===== src/rtl/mem_sp_ram_pkg.sv =====
// Shared sizing defaults and word/address types for the single-port RAM behind the MBR.
package mem_sp_ram_pkg;

    localparam int DATA_W_DEF = 8;
    localparam int ADDR_W_DEF = 4;
    localparam int DEPTH_DEF  = 16;

    typedef logic [DATA_W_DEF-1:0] word_t;
    typedef logic [ADDR_W_DEF-1:0] addr_t;

endpackage : mem_sp_ram_pkg


===== src/rtl/mem_sp_ram_array.sv =====
// DEPTH x DATA_W register array with asynchronous clear, one write port and a combinational read mux.
module mem_sp_ram_array
    import mem_sp_ram_pkg::*;
#(
    parameter int DATA_W = DATA_W_DEF,
    parameter int ADDR_W = ADDR_W_DEF,
    parameter int DEPTH  = DEPTH_DEF
) (
    input  logic              clk,
    input  logic              rst,
    input  logic              we,
    input  logic [ADDR_W-1:0] addr,
    input  logic [DATA_W-1:0] wdata,
    output logic [DATA_W-1:0] rdata
);

    localparam logic [ADDR_W:0] DEPTH_L = (ADDR_W + 1)'(DEPTH);

    logic [DATA_W-1:0] mem_q [DEPTH];
    logic [DATA_W-1:0] mem_d [DEPTH];

    // Next-state of every word: only the addressed word takes wdata; out-of-range writes match nothing.
    always_comb begin
        for (int i = 0; i < DEPTH; i++) begin
            if (we && (addr == ADDR_W'(i))) begin
                mem_d[i] = wdata;
            end else begin
                mem_d[i] = mem_q[i];
            end
        end
    end

    // Storage words, cleared asynchronously so contents read as zero the instant reset asserts.
    always_ff @(posedge clk or posedge rst) begin
        if (rst) begin
            for (int i = 0; i < DEPTH; i++) begin
                mem_q[i] <= {DATA_W{1'b0}};
            end
        end else begin
            for (int i = 0; i < DEPTH; i++) begin
                mem_q[i] <= mem_d[i];
            end
        end
    end

    // Read mux; addresses beyond DEPTH return zero.
    always_comb begin
        if ({1'b0, addr} < DEPTH_L) begin
            rdata = mem_q[addr];
        end else begin
            rdata = {DATA_W{1'b0}};
        end
    end

endmodule : mem_sp_ram_array


===== src/rtl/mem_sp_ram.sv =====
// Single-port synchronous RAM with registered read data (douta) for the memory buffer register.
// Optional MEM_SP_RAM_WRITE_FIRST_EN: a write edge returns dina on douta instead of the old word.
module mem_sp_ram
    import mem_sp_ram_pkg::*;
#(
    parameter int DATA_W = DATA_W_DEF,
    parameter int ADDR_W = ADDR_W_DEF,
    parameter int DEPTH  = DEPTH_DEF
) (
    input  logic              clka,
    input  logic              rsta,
    input  logic              wea,
    input  logic [ADDR_W-1:0] addra,
    input  logic [DATA_W-1:0] dina,
    output logic [DATA_W-1:0] douta
);

    logic [DATA_W-1:0] rd_data_s;
    logic [DATA_W-1:0] douta_d;
    logic [DATA_W-1:0] douta_q;

    mem_sp_ram_array #(
        .DATA_W (DATA_W),
        .ADDR_W (ADDR_W),
        .DEPTH  (DEPTH)
    ) u_array (
        .clk   (clka),
        .rst   (rsta),
        .we    (wea),
        .addr  (addra),
        .wdata (dina),
        .rdata (rd_data_s)
    );

    // Read-data select: rd_data_s still holds the pre-write word, which gives read-first by default.
    always_comb begin
`ifdef MEM_SP_RAM_WRITE_FIRST_EN
        if (wea) begin
            douta_d = dina;
        end else begin
            douta_d = rd_data_s;
        end
`else
        douta_d = rd_data_s;
`endif
    end

    // Output register; updates on every edge out of reset, no read enable.
    always_ff @(posedge clka or posedge rsta) begin
        if (rsta) begin
            douta_q <= {DATA_W{1'b0}};
        end else begin
            douta_q <= douta_d;
        end
    end

    assign douta = douta_q;

endmodule : mem_sp_ram


===== config.mk =====
export PLATFORM = sky130hd
export DESIGN_NAME = mem_sp_ram
export DESIGN_NICKNAME = d
export VERILOG_FILES = /design/src/rtl/mem_sp_ram_pkg.sv /design/src/rtl/mem_sp_ram_array.sv /design/src/rtl/mem_sp_ram.sv
export SDC_FILE = /design/constraint.sdc
export NUM_CORES = 1
export LEC_CHECK = 0
export BUFFER_PORTS_ARGS = -buffer_cell sky130_fd_sc_hd__buf_2
export CORE_ASPECT_RATIO = 0.9
export CORE_MARGIN = 3
export CORE_UTILIZATION = 47
export CTS_CLUSTER_DIAMETER = 100
export CTS_CLUSTER_SIZE = 40
export DETAILED_ROUTE_END_ITERATION = 8
export PLACE_DENSITY = 0.65
export SETUP_SLACK_MARGIN = 0.3
export SYNTH_ARGS = -nofsm -noshare
export SYNTH_HDL_FRONTEND = slang
export SYNTH_SLANG_ARGS = --single-unit

===== constraint.sdc =====
create_clock -name clka -period 6.5 [get_ports clka]
set_clock_uncertainty 0.2 [all_clocks]
set_input_delay 0.975 -clock clka [delete_from_list [all_inputs] [get_ports clka]]
set_output_delay 0.975 -clock clka [all_outputs]
set_load 0.005 [all_outputs]

# [After elaboration in Yosys (flattened, before gate mapping)]
# Cells that the tools add are included.
# W data, S select, Z words.
[totals] regBits=136 latch_bits=0 mem_bits_rw=0 mem_bits_ro=0 wordCells=54 mem_count=0
[op_classes] n_addsub=0 n_mul=0 div_mod_pow=0 order_cmp=1 eq_ne=15 shifts=0 n_mux=3 n_bitwise=1 n_reduce_logical=17
[op_table] operator="$bmux W8 S4" n=1
[op_table] operator="$eq A4 B4 Y1 const B" n=8
[op_table] operator="$eq A4 B3 Y1 const B" n=4
[op_table] operator="$logic_and A1 B1 Y1" n=16
[op_table] operator="$mux W8" n=2
[op_table] operator="$eq A4 B2 Y1 const B" n=2
[op_table] operator="$ge A5 B5 Y1 const B" n=1
[op_table] operator="$not A4 Y5" n=1
[op_table] operator="$eq A4 B1 Y1 const B" n=1
[op_table] operator="$logic_not A4 Y1" n=1

# [Longest topological paths before layout]
[logic_depth] word_depth=4 depth_mapped=5

# [By module]
# A second synthesis with hierarchy kept.
[hier_totals] cells_unflattened=375 hier_area_um2=6029.5
[modules_own_cells] mod="mem_sp_ram_array" instances=1 cells_each=366 area_each_um2=5825.6
[modules_own_cells] mod="mem_sp_ram" instances=1 cells_each=9 area_each_um2=203.9

# [Worst setup path after synthesis]
# No wires, ideal clock.
[synth_path] kind="input to register" start="in addra[0]" end="reg douta_q[5], in the netlist douta[5]" setup_time_ns=0.124 t_arrival_ns=2.114 t_required_ns=6.176 path_slack_ns=4.062 stages=5 path_cell_list="buf_2 buf_2 mux4_2 a22oi_1 nand2_1"
[synth_between] elab_chain_len=4
[synth_lines] item="start: declaration" line="mem_sp_ram.sv:13" source="input logic [ADDR_W-1:0] addra,"
[synth_lines] item="$not A4 Y5 (implied by the code)" line="mem_sp_ram_array.sv:49" source="rdata = mem_q[addr];"
[synth_lines] item="$bmux W8 S4" line="mem_sp_ram_array.sv:49"
[synth_lines] item="$mux W8 (implied by the code) (2 in a row)" line="mem_sp_ram_array.sv:49"
[synth_lines] item="via douta_d[5]" line="mem_sp_ram.sv:19" source="logic [DATA_W-1:0] douta_d;"
[synth_lines] item="end signal: assignment" line="mem_sp_ram.sv:51" source="douta_q <= {DATA_W{1'b0}};"
[synth_lines] item="end signal: assignment" line="mem_sp_ram.sv:53" source="douta_q <= douta_d;"
[synth_lines] item="end: declaration" line="mem_sp_ram.sv:20" source="logic [DATA_W-1:0] douta_q;"
# The timed path passes the listed nets, and every way through them passes these cells. The select of a mux whose other input is x is not followed.
# A chain may end at the register's enable or synchronous reset.

# [Worst setup path after layout]
[layout_path] start="in addra[0]" end="reg u_array.mem_q[67] (netlist bit)"
[layout_between] elab_chain_len=2
[layout_lines] item="$eq A4 B3 Y1" line="mem_sp_ram_array.sv:25" source="if (we && (addr == ADDR_W'(i))) begin"
[layout_lines] item="$logic_and A1 B1 Y1" line="mem_sp_ram_array.sv:25"
[layout_lines] item="end signal: indexed assignment" line="mem_sp_ram_array.sv:37" source="mem_q[i] <= {DATA_W{1'b0}};"
[layout_lines] item="end signal: indexed assignment" line="mem_sp_ram_array.sv:41" source="mem_q[i] <= mem_d[i];"
[layout_lines] item="end: declaration" line="mem_sp_ram_array.sv:19" source="logic [DATA_W-1:0] mem_q [DEPTH];"
# No other way between the ends.

==> run summary <==
Worst-margin pin slew - 1020 ps
RSZ-0062 raised after global routing - false
CTS buffer count - 17
Die X - 125 um
Clk_lat worst skew - 410 ps
TritonRoute pass-1 iters - 4
Critical path class - input pin to register
DRC viols - 0
Layout cells sized above 1 - 0.560
Switching power - 0.000588 W
Worst reg2reg path depth - 3
Cell Count, Final, Fillers Out - 565
Multiplexer area fraction after synthesis - 0.358
Final hold vios - 0
Flop pwr share - 0.448
Placed cell area - 6230 um^2
Initial core utilization - 0.490
Gate count of the mapped netlist - 374
Area Overhead vs Synth - 13.5%
Initial antenna violation count - 0
# diodes - 0
Area leader, netlist - dfrtp_1
Syn nets - 389
Adder-cell area share of the yosys netlist - 0
Worst path max stage delay - 530 ps
Row count - 38
Placed cell count - 533
Initial drt markers - 194
Commonest non-fill, non-tap cell in the layout - dfrtp_1
Root Buffer - clkbuf_16
Switching Fraction - 0.231
Post CTS Setup Buffer Count - 0
Synth Area in XOR/XNOR - 0
Register area share after synthesis - 0.564
Compound-Gate Fraction of Synth Area - 0.0199
Minimum clock period - 3010 ps
PD cells - 372 nW/um^2
Leakage - 2.95 nW
Worst hold stages - 1
Crit share post-route - 0.463
CTS tree - done
Most frequent cells in the layout - dfrtp_1 (136), mux2_2 (128), mux4_2 (32)
Fin. max-slew vios - 0
Fillers - 974
Post-DP HPWL - 8040 um
Drt total wl - 12900 um
Pint - 0.00196 W
Max-cap violations - 0
Worst-path clk slew - 60 ps
Simple-gate share of the synthesized area - 0.0350
CTS max path bufs - 2
Routed vias/inst - 5.90
Vias post-DR - 3332
Number of distinct library cells after synthesis - 23
Die ar. - 14200 um^2
IR drop worst, VDD - 0.200 mV
WP data arrival - 3100 ps
Die span in y - 114 um
Sink Count - 136
Post-cts resize count - 0
Core area - 12300 um^2
Routed Antenna Nets - 0
Yosys warns - 0
HP Class - register to register
Final nets - 407
Post-layout util - 0.557
Max-Slew Margin vs Limit - 0.317
Port Buffers - 22
Main combinational cell family by area after synthesis - multiplexers
Fin area - 6860 um^2
Worst setup EP type - register
Clock Power Share - 0.399
Worst path slowest cell - nor2_2
GR Util All Layers - 0.194
Setup TNS - 0 ps
Synth area leaders - dfrtp_1 (56%), mux2_2 (24%), mux4_2 (12%)
Worst Path Max Fanout - 27
Cts hold-fix bufs - 0
Final setup vio count - 0
Top Ports - 23
First-pass GRT wire length - 20700 um
Comb pwr share - 0.153
Routed length per instance - 22.8 um
Yosys top cell area share - 0.564
Gr ovfl total - 0
Vias in the first global route - 3554
H-tree depth - 4
Status - finished clean
Synthesized cell area - 6040 um^2
Syn Area/Cell - 16.1 um^2
Worst setup SP type - input pin
Seq cells post-synth - 136
Fmax - 0.332 GHz
Worst EP required - 6590 ps
GP Congestion - 0.740
Critical-path cell list - buf_2, buf_4, nand2_1, nor2_2, mux2_2
Pin count of the biggest net entering global routing - 81
[metal layers]
layer  up-vias  global-route usage  wire [um]
met1      1803               0.278       6040
met2        81               0.301       6080
met3        18              0.0360        581
met4         0              0.0694        204
met5         -                   0          0
li1       1430                   -          -
[Yosys cell counts]
master      n
dfrtp_1   136
mux2_2    128
mux4_2     32
a22oi_1    16
clkbuf_1    9
nand2_1     9
nor2_2      9
buf_2       8
buf_4       3
buf_6       3
nand2b_1    3
or3_1       3
and2b_2     2
buf_1       2
nand3b_1    2
nor2_1      2
and2_2      1
and3_1      1
inv_1       1
nand2_2     1
nand3_1     1
nand3b_2    1
nor3b_1     1
[flip-flops by register name, summed over array words and instances, names as in the netlist]
signal,cells
douta,8
u_array.mem_q,128
[critical path, delay by kind of cell]
family        cells  cell delay (ps)
buf+inv           2              960
mux               1              410
simple gates      2              750
[cell type report]
cell class,instances,area [um^2],share of cell area
clock buffer,24,482,0.0703
clock inverter,8,143,0.0208
inverter,1,8.76,0.00128
multi-input combinational,212,2490,0.364
sequential,136,3400,0.496
tap,160,200,0.0292
timing repair buffer,24,125,0.0183
[per-stage QoR]
step                power [W]  hold WS [ps]  setup WS (ps)
global placement      0.00152           282           3040
floorplan             0.00143           274           1690
global route          0.00265           314           3280
finish                0.00255           301           3490
detailed placement    0.00154           289           3000
CTS                   0.00257           303           3430
[power groups by stage]
stage,combinational (W),clock (W),sequential (W)
2_1_floorplan,0.000310,0,0.00112
3_5_place_dp,0.000393,0,0.00115
4_1_cts,0.000396,0.00104,0.00114
6_report,0.000391,0.00102,0.00114
3_3_place_gp,0.000379,0,0.00114
5_1_grt,0.000424,0.00107,0.00116
[kinds of logic after synthesis]
group                  after synthesis
multiplexers                       160
flip-flops                         136
AND/OR/NAND/NOR                     36
buffers and inverters               26
AO/OA/AOI/OAI                       16
[final timing paths]
kind | end | startpoint | slack (ps)
min in group asynchronous | u_array.mem_q[120] | rsta | 480
worst max-delay path | u_array.mem_q[67] | addra[0] | 3490
worst min register to register | u_array.mem_q[40] | u_array.mem_q[40] | 300
worst max register to register | douta[7] | u_array.mem_q[39] | 4890
worst min-delay path | u_array.mem_q[40] | u_array.mem_q[40] | 300
max in group asynchronous | u_array.mem_q[23] | rsta | 4400
Power figures use the tool's default switching activity.
